File: config.mk
export PLATFORM = sky130hd
export DESIGN_NAME = left_shift_32_seq
export DESIGN_NICKNAME = d
export VERILOG_FILES = /design/src/rtl/left_shift_32_seq.sv
export SDC_FILE = /design/constraint.sdc
export NUM_CORES = 1
export LEC_CHECK = 0
export ABC_CLOCK_PERIOD_IN_PS = 4500
export CAP_MARGIN = 15
export CORE_MARGIN = 1.5
export CORE_UTILIZATION = 38
export DETAILED_ROUTE_END_ITERATION = 6
export PLACE_DENSITY = 0.64
export SLEW_MARGIN = 20
export SYNTH_ARGS = -nofsm -noshare
export SYNTH_HDL_FRONTEND = slang
export SYNTH_SLANG_ARGS = --single-unit
File: constraint.sdc
create_clock -name clk -period 4.5 [get_ports clk]
set_input_delay 0.9 -clock clk [delete_from_list [all_inputs] [get_ports clk]]
set_output_delay 0.9 -clock clk [all_outputs]
set_load 0.02 [all_outputs]
File: src/rtl/left_shift_32_seq.sv
// left_shift_32_seq: 32-bit logical left shifter, one log stage per clock.
// Shifts by 1, 2, 4, 8 or 16 per stage, gated by the captured select bits.
// Ports:
//   clk, reset       clock and asynchronous active-high reset
//   start            request, sampled only in IDLE
//   data, select     operand and shift amount, captured when start is taken
//   res, lost        registered result and shifted-out-one flag
//   busy, done       busy while shifting, one-cycle completion pulse
// Option: define LSHIFT_EARLY_DONE_EN to stop after the highest set select bit.
module left_shift_32_seq (
  input  logic        clk,
  input  logic        reset,
  input  logic        start,
  input  logic [31:0] data,
  input  logic [4:0]  select,
  output logic [31:0] res,
  output logic        lost,
  output logic        busy,
  output logic        done
);

  typedef enum logic {
    IDLE  = 1'b0,
    SHIFT = 1'b1
  } state_t;

  state_t      state_q, state_d;
  logic [31:0] acc_q, acc_d;
  logic [31:0] res_q, res_d;
  logic [4:0]  sel_q, sel_d;
  logic [2:0]  stage_q, stage_d;
  logic        lost_acc_q, lost_acc_d;
  logic        lost_q, lost_d;
  logic        done_q, done_d;

  logic [31:0] sh_acc;
  logic        sh_lost;
  logic        last;

  // One log-shifter stage; sh_lost is the OR of the bits pushed past bit 31.
  always_comb begin
    sh_acc  = acc_q;
    sh_lost = 1'b0;
    last    = 1'b0;
    case (stage_q)
      3'd0: begin
        if (sel_q[0]) begin
          sh_acc  = {acc_q[30:0], 1'b0};
          sh_lost = acc_q[31];
        end
`ifdef LSHIFT_EARLY_DONE_EN
        last = (sel_q[4:1] == 4'd0);
`endif
      end
      3'd1: begin
        if (sel_q[1]) begin
          sh_acc  = {acc_q[29:0], 2'b0};
          sh_lost = |acc_q[31:30];
        end
`ifdef LSHIFT_EARLY_DONE_EN
        last = (sel_q[4:2] == 3'd0);
`endif
      end
      3'd2: begin
        if (sel_q[2]) begin
          sh_acc  = {acc_q[27:0], 4'b0};
          sh_lost = |acc_q[31:28];
        end
`ifdef LSHIFT_EARLY_DONE_EN
        last = (sel_q[4:3] == 2'd0);
`endif
      end
      3'd3: begin
        if (sel_q[3]) begin
          sh_acc  = {acc_q[23:0], 8'b0};
          sh_lost = |acc_q[31:24];
        end
`ifdef LSHIFT_EARLY_DONE_EN
        last = ~sel_q[4];
`endif
      end
      3'd4: begin
        if (sel_q[4]) begin
          sh_acc  = {acc_q[15:0], 16'b0};
          sh_lost = |acc_q[31:16];
        end
        last = 1'b1;
      end
      default: begin
        last = 1'b1;
      end
    endcase
  end

  always_comb begin
    state_d    = state_q;
    acc_d      = acc_q;
    sel_d      = sel_q;
    stage_d    = stage_q;
    lost_acc_d = lost_acc_q;
    res_d      = res_q;
    lost_d     = lost_q;
    done_d     = 1'b0;
    unique case (state_q)
      IDLE: begin
        if (start) begin
          state_d    = SHIFT;
          acc_d      = data;
          sel_d      = select;
          stage_d    = 3'd0;
          lost_acc_d = 1'b0;
        end
      end
      SHIFT: begin
        acc_d      = sh_acc;
        lost_acc_d = lost_acc_q | sh_lost;
        stage_d    = stage_q + 3'd1;
        if (last) begin
          state_d = IDLE;
          stage_d = 3'd0;
          res_d   = sh_acc;
          lost_d  = lost_acc_q | sh_lost;
          done_d  = 1'b1;
        end
      end
    endcase
  end

  always_ff @(posedge clk or posedge reset) begin
    if (reset) begin
      state_q    <= IDLE;
      acc_q      <= 32'h0;
      sel_q      <= 5'd0;
      stage_q    <= 3'd0;
      lost_acc_q <= 1'b0;
      res_q      <= 32'h0;
      lost_q     <= 1'b0;
      done_q     <= 1'b0;
    end else begin
      state_q    <= state_d;
      acc_q      <= acc_d;
      sel_q      <= sel_d;
      stage_q    <= stage_d;
      lost_acc_q <= lost_acc_d;
      res_q      <= res_d;
      lost_q     <= lost_d;
      done_q     <= done_d;
    end
  end

  assign res  = res_q;
  assign lost = lost_q;
  assign busy = (state_q == SHIFT);
  assign done = done_q;

endmodule

==> impl_metrics.py, run 1 <==
metrics = {
    "sta": {
        "layout_min_cycle_time_ns": 3.42,
        "timing.hold.ws_ns": 0.485,
        "tightest_slew_ns": 1.05,
        "setup_viol_count_final": 0,
        "setup_tns_ns": 0,
        "final_max_slew_viol_count": 0,
        "finClkSkew_ns": 0.00623,
        "relSlewSlack": 0.300,
        "hold_viol_final": 0,
        "layout_setup_ws_ns": 1.08,
        "fin_crit_sh": 0.759,
        "rsz0062_at_grt": "no",
        "fmax_ghz": 0.293,
    },
    "cts": {
        "clock_path_buffers": 2,
        "ctsHtreeMaxLevel": 3,
        "cts_buffers": 9,
        "cts_tree": "built",
        "insertion_delay_ns": 0.33,
        "cts.sinks": 76,
        "cts-root-buf": "clkbuf_16",
        "cts_setup_buffers": 0,
        "cts_resized": 0,
        "cts_hold_buffers": 0,
        "clkTransAtPathRegs_ns": 0.06,
    },
    "detailed_routing": {
        "routedWlPerCell_um": 19.6,
        "post-route-drc-count": 0,
        "routed_wl_um": 12600,
        "drt-vias-per-instance": 6.06,
        "postRouteAntennaNets": 0,
        "drtIter0Drc": 371,
        "dr_total_vias": 3883,
        "firstDrtPassIters": 5,
    },
    "power": {
        "peakVddDrop_v": 0.000382,
        "power_leakage_uw": 0.00235,
        "clockPowerShare": 0.150,
        "sw_frac_of_total": 0.451,
        "power_uw": 4500,
        "p_int_uw": 2470,
        "power_switching_uw": 2030,
        "powerDensity_nw_per_um2": 844,
        "sequentialPowerShare": 0.330,
        "combPwrFrac": 0.520,
    },
    "grt": {
        "grt_pass1_wl_um": 20100,
        "grt_max_degree": 47,
        "grtUsageMet2": 0.340,
        "grt_busiest_layer": "met2",
        "grt.met1_usage": 0.316,
        "met3_usage": 0.0445,
        "antenna_found_initial": 0,
        "grt_overflow_total": 0,
        "grt_pass1_vias": 3687,
        "grt_use_total": 0.221,
    },
    "critical_path": {
        "critical_path_required_ns": 4.77,
        "arrival_ns": 3.68,
        "timing_worst_setup_path_type": "register to register",
        "crit_slowest_cell": "inv_2",
        "cp_num_buf_inv": 2,
        "crit_chain": "inv_1 > ha_1 > or3_1 > a21oi_1 > nand2_1 > inv_2 > and2_1 > a22o_1",
        "cp_top_family": "simple AND/OR/NAND/NOR gates",
        "start_kind": "register",
        "cp_max_fo": 35,
        "end_kind": "register",
        "max_stage_delay_ns": 0.61,
    },
    "placement": {
        "dp.final_hpwl_um": 8710,
        "place_ws_ns": 0.767,
        "placed_cell_area_um2": 5040,
        "globalplace.congestion": 0.888,
        "place.port_buffers": 74,
    },
    "synthesis": {
        "syn_area_um2": 4350,
        "syn_area_per_cell_um2": 9.49,
        "yosysWarnings": 0,
        "synth_seq_cells": 76,
        "ys_seq_area_frac": 0.437,
        "synth-edff-count": 0,
        "ys_types": 44,
        "synth_nets": 503,
        "synth_top_flop_cell": "dfrtp_1",
        "synth_cells": 458,
        "ys_async_sr_fraction": 1.00,
    },
    "run": {
        "cap_viol_max_count": 0,
    },
    "floorplanning": {
        "die-area_um2": 12100,
        "core.rowCount": 38,
        "dieHeight_um": 110,
        "io_pins": 75,
        "start_util": 0.396,
        "core_area_um2": 11000,
        "die_w_um": 110,
    },
    "cells_and_area": {
        "final_nets": 542,
        "n_antenna_cell": 0,
        "design_area_um2": 5330,
        "drive_gt1_frac": 0.0579,
        "fill_cells": 1033,
        "syn_to_final_growth_pct": 22.6,
    },
    "status": {
        "status": "finished clean",
    },
    "min_path": {
        "min_path_type": "register to register",
    },
}
-- area by class of cell --
class | count | area (um^2) | area share
Multi-Input combinational cell | 324 | 2170 | 0.407
Clock buffer | 11 | 253 | 0.0474
Inverter | 8 | 30.0 | 0.00564
Tap cell | 140 | 175 | 0.0329
Timing Repair Buffer | 78 | 774 | 0.145
Clock inverter | 4 | 25.0 | 0.00470
Sequential cell | 76 | 1900 | 0.357
-- synthesized netlist by cell type (all sizes together) (11+ instances only) --
cell,number,area share
a21o,23,0.040
a21oi,38,0.044
a221o,11,0.025
a221oi,27,0.054
a22o,27,0.054
and3,16,0.023
buf,25,0.035
clkbuf,25,0.022
dfrtp,76,0.44
nand2,49,0.042
nand3,11,0.013
nor2,20,0.017
o21ai,14,0.016
o2bb2ai,14,0.028
-- flip-flops by register name, summed over array words and instances, names as in the netlist --
name,count
acc_q,32
res,32
sel_q,5
stage_q,3
busy,1
done,1
lost,1
lost_acc_q,1
-- placed cells by master, fill, tap and decap left out, types with 11 or more instances in the layout --
cell,instances
a21o_1,23
a21oi_1,38
a221o_1,11
a221oi_1,27
a22o_1,27
and3_1,16
clkdlybuf4s50_1,74
dfrtp_1,76
nand2_1,49
nand3_1,11
nor2_1,20
o21ai_0,13
o2bb2ai_1,14
-- final timing paths --
check                                  startpoint                   to  slack (ns)  cells past startpoint
max in group asynchronous                   reset  res[11]$_DFFE_PP0P_        2.47                      3
hold reg to reg                res[0]$_DFFE_PP0P_   res[0]$_DFFE_PP0P_        0.49                      2
hold / removal                 res[0]$_DFFE_PP0P_   res[0]$_DFFE_PP0P_        0.49                      2
setup / recovery           stage_q[0]$_DFFE_PP0P_  res[15]$_DFFE_PP0P_        1.08                      8
setup reg to reg           stage_q[0]$_DFFE_PP0P_  res[15]$_DFFE_PP0P_        1.08                      8
min in group asynchronous                   reset       done$_DFF_PP0_        1.04                      2
-- cells by family (layout without fill, tap and decap cells) --
| logic type | count (synthesis) | after routing | synth area share |
|---|---|---|---|
| and+or+nand+nor | 121 | 121 | 0.135 |
| buffers and inverters | 58 | 101 | 0.0636 |
| DFF | 76 | 76 | 0.437 |
| adders and majority gates | 5 | 5 | 0.0144 |
| muxes | 15 | 15 | 0.0363 |
| AOI/OAI and AO/OA | 183 | 183 | 0.314 |
-- power groups by stage --
stage / clock network (uW) / registers [uW] / logic [uW]
2_1_floorplan: 0 / 1420 / 1680
3_3_place_gp: 0 / 1480 / 2290
3_5_place_dp: 0 / 1480 / 2330
4_1_cts: 688 / 1470 / 2340
5_1_grt: 720 / 1530 / 2590
6_report: 673 / 1480 / 2340
-- stage by stage --
step	util	instances
2_1_floorplan	-	458
3_3_place_gp	0.459	625
3_5_place_dp	0.459	625
4_1_cts	0.484	640
5_1_grt	0.485	641
6_report	0.485	641
-- routing by layer --
| metal | up-vias | part of all wire | wire length, um |
|---|---|---|---|
| met5 | - | 0 | 0 |
| met4 | 0 | 0.013 | 159 |
| met3 | 12 | 0.061 | 774 |
| met2 | 142 | 0.47 | 5900 |
| met1 | 1923 | 0.46 | 5760 |
| li1 | 1806 | - | - |
-- worst min-delay path, stage by stage (launching register included) --
cell and delay [ns]:
dfrtp_1 0.34, nand2_1 0.05, o21ai_0 0.06
(Power assumes the default switching activity.)
==> inputs of run 2 (changes only) <==
--- a/config.mk
+++ b/config.mk
@@ -5,12 +5,12 @@
 export SDC_FILE = /design/constraint.sdc
 export NUM_CORES = 1
 export LEC_CHECK = 0
-export ABC_CLOCK_PERIOD_IN_PS = 4500
+export ABC_CLOCK_PERIOD_IN_PS = 2800
 export CAP_MARGIN = 15
 export CORE_MARGIN = 1.5
 export CORE_UTILIZATION = 38
 export DETAILED_ROUTE_END_ITERATION = 6
-export PLACE_DENSITY = 0.64
+export PLACE_DENSITY = 0.66
 export SLEW_MARGIN = 20
 export SYNTH_ARGS = -nofsm -noshare
 export SYNTH_HDL_FRONTEND = slang
==> constraint.sdc (replaced) <==
create_clock -name clk -period 2.8 [get_ports clk]
set_input_delay 0.56 -clock clk [delete_from_list [all_inputs] [get_ports clk]]
set_output_delay 0.56 -clock clk [all_outputs]
set_load 0.02 [all_outputs]
==> run 2 against run 1 <==
Combinational power is 68% higher. Flip-flop and latch count stayed put. Fmax rose by 39%. Critical path depth decreased by 1. Die area unchanged. Wire length grew 4.1%. Non-clock buffer count is 13 higher. Sequential share of layout area fell by 0.95 points. Worst setup slack worse by 0.74 ns.
==> impl_metrics.py, run 2 (synthesized netlist as in run 1, its figures left out) <==
metrics = {
    "run": {
        "cap_viol_max_count": 0,
    },
    "sta": {
        "setup_tns_ns": 0,
        "rsz0062_at_grt": "no",
        "final_max_slew_viol_count": 0,
        "fin_crit_sh": 0.875,
        "hold_viol_final": 0,
        "layout_min_cycle_time_ns": 2.45,
        "fmax_ghz": 0.408,
        "relSlewSlack": 0.309,
        "setup_viol_count_final": 0,
        "layout_setup_ws_ns": 0.349,
        "finClkSkew_ns": 0.00603,
        "timing.hold.ws_ns": 0.492,
        "tightest_slew_ns": 1.04,
    },
    "placement": {
        "place.port_buffers": 74,
        "dp.final_hpwl_um": 9210,
        "dp_cells": 639,
        "place_ws_ns": 0.379,
        "globalplace.congestion": 0.934,
    },
    "detailed_routing": {
        "postRouteAntennaNets": 0,
        "drt-vias-per-instance": 6.11,
        "drtIter0Drc": 262,
        "dr_total_vias": 4001,
        "post-route-drc-count": 0,
        "firstDrtPassIters": 5,
        "routedWlPerCell_um": 20.0,
        "routed_wl_um": 13100,
    },
    "grt": {
        "antenna_found_initial": 0,
        "grt_pass1_vias": 3878,
        "grt_pass1_wl_um": 20700,
        "grt_overflow_total": 0,
        "grt_use_total": 0.227,
        "grt_max_degree": 41,
    },
    "cells_and_area": {
        "fill_cells": 1042,
        "drive_gt1_frac": 0.0816,
        "syn_to_final_growth_pct": 25.9,
        "final_cell_mix": "dfrtp_1 (76), clkdlybuf4s50_1 (74), nand2_1 (49)",
        "multi_input_area_um2": 2170,
        "n_antenna_cell": 0,
        "final_common_cell": "dfrtp_1",
        "ff_latch_area_um2": 1900,
        "final_cells": 655,
        "fin_util": 0.499,
        "final_nets": 555,
    },
    "critical_path": {
        "timing_worst_setup_path_type": "register to register",
        "critical_path_required_ns": 3.00,
        "reg2regPathDepth": 7,
        "reg2reg_from": "stage_q[0]$_DFFE_PP0P_",
        "arrival_ns": 2.65,
        "r2r_slack_ns": 0.35,
        "end_kind": "register",
        "r2r-end": "res[17]$_DFFE_PP0P_",
        "start_kind": "register",
        "cp_max_fo": 26,
    },
    "floorplanning": {
        "core_area_um2": 11000,
        "die-area_um2": 12100,
        "core.rowCount": 38,
        "start_util": 0.396,
        "dieHeight_um": 110,
        "io_pins": 75,
        "die_w_um": 110,
    },
    "cts": {
        "cts_setup_buffers": 0,
        "cts.sinks": 76,
        "insertion_delay_ns": 0.33,
        "cts_hold_buffers": 0,
        "cts_buffers": 9,
        "cts_resized": 0,
        "cts-root-buf": "clkbuf_16",
        "cts_tree": "built",
        "ctsHtreeMaxLevel": 3,
        "clock_path_buffers": 2,
        "clkTransAtPathRegs_ns": 0.06,
    },
    "min_path": {
        "min-delay-start": "lost$_DFFE_PP0P_",
        "holdPathEnd": "lost$_DFFE_PP0P_",
        "min_path_type": "register to register",
        "hold_depth": 2,
    },
    "power": {
        "sequentialPowerShare": 0.317,
        "clockPowerShare": 0.164,
        "sw_frac_of_total": 0.443,
        "power_switching_uw": 3350,
        "powerDensity_nw_per_um2": 1380,
        "peakVddDrop_v": 0.00105,
        "combPwrFrac": 0.519,
        "p_int_uw": 4210,
        "power_leakage_uw": 0.00243,
    },
    "status": {
        "status": "finished clean",
    },
}
run 2: power groups by stage:
stage	clock network (uW)	logic [uW]	registers, uW
final	1240	3920	2400
after global routing	1310	4300	2470
after CTS	1260	3920	2380
after detailed placement	0	3910	2400
after global placement	0	3830	2390
after floorplan	0	2700	2290
run 2: metrics by stage:
stage,power [uW],cell area (um^2)
3_3_place_gp,6220,5160
4_1_cts,7560,5480
6_report,7560,5480
2_1_floorplan,4990,4350
5_1_grt,8080,5480
3_5_place_dp,6300,5160
run 2: critical path, stage by stage (launching register included):
cell and delay (ns):
dfrtp_1 0.41, inv_1 0.08, ha_1 0.23, and3b_1 0.53, a22oi_1 0.32, nand2_1 0.10
a221oi_1 0.50, a21oi_1 0.14
run 2: worst max-delay path by stage:
| stage | from | to | cells past startpoint |
|---|---|---|---|
| 6_report | stage_q[0]$_DFFE_PP0P_ | res[17]$_DFFE_PP0P_ | 7 |
| 5_1_grt | stage_q[0]$_DFFE_PP0P_ | res[7]$_DFFE_PP0P_ | 7 |
| 4_1_cts | stage_q[0]$_DFFE_PP0P_ | res[7]$_DFFE_PP0P_ | 7 |
| 3_5_place_dp | stage_q[0]$_DFFE_PP0P_ | res[2]$_DFFE_PP0P_ | 7 |
| 3_3_place_gp | stage_q[0]$_DFFE_PP0P_ | res[17]$_DFFE_PP0P_ | 7 |
| 2_1_floorplan | reset | acc_q[0]$_DFFE_PP0P_ | 1 |
run 2: cell type report:
class                   instances  area share
repair buffers                 91       0.161
clock buffers                  10      0.0418
flip-flops and latches         76       0.347
inverters                       8     0.00548
well taps                     140      0.0320
clock inverters                 6      0.0162
multi-input cells             324       0.396
run 2: layer usage:
| layer | vias up | part of all wire | GRT usage |
|---|---|---|---|
| met5 | - | 0 | 0 |
| met2 | 147 | 0.47 | 0.361 |
| li1 | 1844 | - | - |
| met3 | 16 | 0.058 | 0.0433 |
| met1 | 1994 | 0.45 | 0.312 |
| met4 | 0 | 0.017 | 0.0714 |
==> inputs of run 3 (changes only) <==
--- a/config.mk
+++ b/config.mk
@@ -5,12 +5,14 @@
 export SDC_FILE = /design/constraint.sdc
 export NUM_CORES = 1
 export LEC_CHECK = 0
+export ABC_AREA = 1
 export ABC_CLOCK_PERIOD_IN_PS = 2800
 export CAP_MARGIN = 15
 export CORE_MARGIN = 1.5
 export CORE_UTILIZATION = 38
 export DETAILED_ROUTE_END_ITERATION = 6
-export PLACE_DENSITY = 0.66
+export DONT_BUFFER_PORTS = 1
+export PLACE_DENSITY = 0.57
 export SLEW_MARGIN = 20
 export SYNTH_ARGS = -nofsm -noshare
 export SYNTH_HDL_FRONTEND = slang
==> run 3 against run 2 <==
Wire length grew 58%. Sequential power up 5%. Area after synthesis rose by 43%. Flip-flop and latch count stayed put. Non-clock buffer count is 65 lower. Die area is 41% higher. Final cell count up 92%. Fmax grew 15%. Global-route usage increased by 2.4 points. Highest routed layer unchanged.
==> impl_metrics.py, run 3 <==
metrics = {
    "sta": {
        "final_max_slew_viol_count": 0,
        "hold_viol_final": 0,
        "setup_viol_count_final": 0,
        "layout_min_cycle_time_ns": 2.13,
        "rsz0062_at_grt": "no",
        "setup_tns_ns": 0,
        "fmax_ghz": 0.470,
        "finClkSkew_ns": 0.00868,
        "tightest_slew_ns": 0.921,
        "timing.hold.ws_ns": 0.161,
        "relSlewSlack": 0.385,
        "fin_crit_sh": 0.761,
    },
    "cts": {
        "cts_hold_buffers": 0,
        "cts_setup_buffers": 0,
        "ctsHtreeMaxLevel": 3,
        "clkTransAtPathRegs_ns": 0.06,
        "cts_buffers": 9,
        "clock_path_buffers": 2,
        "cts-root-buf": "clkbuf_16",
        "insertion_delay_ns": 0.35,
        "cts.sinks": 76,
        "cts_tree": "built",
        "cts_resized": 0,
    },
    "critical_path": {
        "crit_chain": "inv_1 > ha_1 > nand2_2 > inv_2 > nor2_2 > buf_4 > nand4_1 > nand3_1 > nand2_1 > nand2_1",
        "cp_max_fo": 25,
        "start_kind": "register",
        "end_kind": "register",
        "arrival_ns": 2.42,
        "reg2regPathDepth": 10,
        "max_stage_delay_ns": 0.41,
        "cpMostUsedCell": "nand2_1",
        "cp_num_buf_inv": 3,
        "timing_worst_setup_path_type": "register to register",
        "cp_top_family": "simple AND/OR/NAND/NOR gates",
        "worst-path-stages": 10,
        "crit_slowest_cell": "dfrtp_1",
        "critical_path_required_ns": 3.09,
    },
    "synthesis": {
        "synth-edff-count": 0,
        "yosysWarnings": 0,
        "synth_seq_cells": 76,
        "syn_area_um2": 6200,
        "syn_area_per_cell_um2": 5.79,
        "ys_async_sr_fraction": 1.00,
        "synth_cells": 1071,
        "ys_types": 23,
        "yosysTopAreaCellShare": 0.307,
        "ys_seq_area_frac": 0.307,
        "yosys.area.top_type": "dfrtp_1",
        "synth_top_flop_cell": "dfrtp_1",
        "synth_area_leaders": "dfrtp_1 (31%), nand2_1 (30%), nand3_1 (12%)",
        "synth_most_common_cell": "nand2_1",
        "yosys-top-cells-count": "nand2_1 (496), nand3_1 (149), dfrtp_1 (76)",
        "synth_nets": 1116,
    },
    "placement": {
        "place.port_buffers": 0,
        "globalplace.congestion": 0.850,
        "dp.final_hpwl_um": 14200,
        "placed_cell_area_um2": 6410,
    },
    "cells_and_area": {
        "final_cell_mix": "nand2_1 (496), nand3_1 (149), dfrtp_1 (76)",
        "final_common_cell": "nand2_1",
        "final_nets": 1085,
        "drive_gt1_frac": 0.0489,
        "n_antenna_cell": 0,
        "design_area_um2": 6680,
        "syn_to_final_growth_pct": 7.75,
    },
    "detailed_routing": {
        "post-route-drc-count": 0,
        "firstDrtPassIters": 5,
        "drtIter0Drc": 724,
        "drt-vias-per-instance": 5.35,
        "postRouteAntennaNets": 0,
        "dr_total_vias": 6746,
        "routedWlPerCell_um": 16.5,
        "routed_wl_um": 20800,
    },
    "floorplanning": {
        "die_w_um": 131,
        "core.rowCount": 46,
        "dieHeight_um": 131,
        "core_area_um2": 15900,
        "die-area_um2": 17100,
        "start_util": 0.390,
        "io_pins": 75,
    },
    "power": {
        "powerDensity_nw_per_um2": 1450,
        "sw_frac_of_total": 0.571,
        "p_int_uw": 4150,
        "power_leakage_uw": 0.00348,
        "combPwrFrac": 0.624,
        "power_uw": 9670,
        "clockPowerShare": 0.115,
        "sequentialPowerShare": 0.261,
        "power_switching_uw": 5520,
        "peakVddDrop_v": 0.000474,
    },
    "min_path": {
        "min_path_type": "primary input to async pin",
    },
    "grt": {
        "grt_overflow_total": 0,
        "grt_use_total": 0.251,
        "grt_max_degree": 46,
        "grt.met1_usage": 0.355,
        "grt_busiest_layer": "met2",
        "met3_usage": 0.0318,
        "grtUsageMet2": 0.405,
        "grt_pass1_wl_um": 33500,
        "antenna_found_initial": 0,
        "grt_pass1_vias": 6299,
    },
    "status": {
        "status": "finished clean",
    },
    "run": {
        "cap_viol_max_count": 0,
    },
}
-- run 3: cell types whose count changed after synthesis, sizes merged, moves of 27 or more --
| cell | before | now |
|---|---|---|
| a221oi | 27 | 0 |
| a22o | 27 | 0 |
| inv | 6 | 72 |
| nand2 | 49 | 497 |
| nand3 | 11 | 150 |
| nand4 | 0 | 32 |
| nor2 | 20 | 54 |
| o21ai | 14 | 67 |
-- run 3: stage by stage --
stage                     instances  setup WS, ns   util
after global placement         1245         0.730  0.403
after global routing           1260         0.457  0.420
final                          1260         0.671  0.420
after floorplan                1071         0.302      -
after CTS                      1260         0.688  0.420
after detailed placement       1245         0.703  0.403
-- run 3: layout make-up --
type                            instances  area [um^2]
Fill cell                            1789         9210
Multi-Input combinational cell        840         3660
Sequential cell                        76         1900
Inverter                               87          328
Tap cell                              216          270
Clock buffer                           13          260
Timing Repair Buffer                   26          245
Clock inverter                          2         10.0
-- run 3: logic make-up (layout without fill, tap and decap cells) --
group	Yosys count	count (layout)	synth area share
simple gates	735	735	0.496
buf+inv	155	128	0.102
compound gates	100	100	0.0854
flops	76	76	0.307
fa+ha+maj	5	5	0.0101
-- run 3: final timing paths --
kind | slack, ns | end | from
hold / removal | 0.16 | res[14]$_DFFE_PP0P_ | reset
max in group asynchronous | 1.97 | res[1]$_DFFE_PP0P_ | reset
hold reg to reg | 0.50 | lost_acc_q$_DFFE_PP0P_ | lost_acc_q$_DFFE_PP0P_
setup reg to reg | 0.67 | res[21]$_DFFE_PP0P_ | stage_q[0]$_DFFE_PP0P_
setup / recovery | 0.67 | res[21]$_DFFE_PP0P_ | stage_q[0]$_DFFE_PP0P_
min in group clk | 0.35 | sel_q[1]$_DFFE_PP0P_ | select[1]
-- run 3: power by group through the flow --
stage	clock [uW]	sequential, uW	combinational (uW)
6_report	1120	2520	6030
3_5_place_dp	0	2520	6010
4_1_cts	1130	2520	6030
5_1_grt	1180	2600	6890
3_3_place_gp	0	2530	5930
2_1_floorplan	0	2340	4550
-- run 3: metal layers --
metal	wire length, um	share of wire
met3	1370	0.066
met4	317	0.015
met1	9600	0.46
met2	9470	0.46
met5	0	0
-- run 3: worst reg2reg max path, cell delays in order, from the launching register on --
cell and delay (ns):
dfrtp_1 0.41, inv_1 0.08, ha_1 0.23, nand2_2 0.19
inv_2 0.24, nor2_2 0.16, buf_4 0.31, nand4_1 0.15
nand3_1 0.17, nand2_1 0.07, nand2_1 0.07
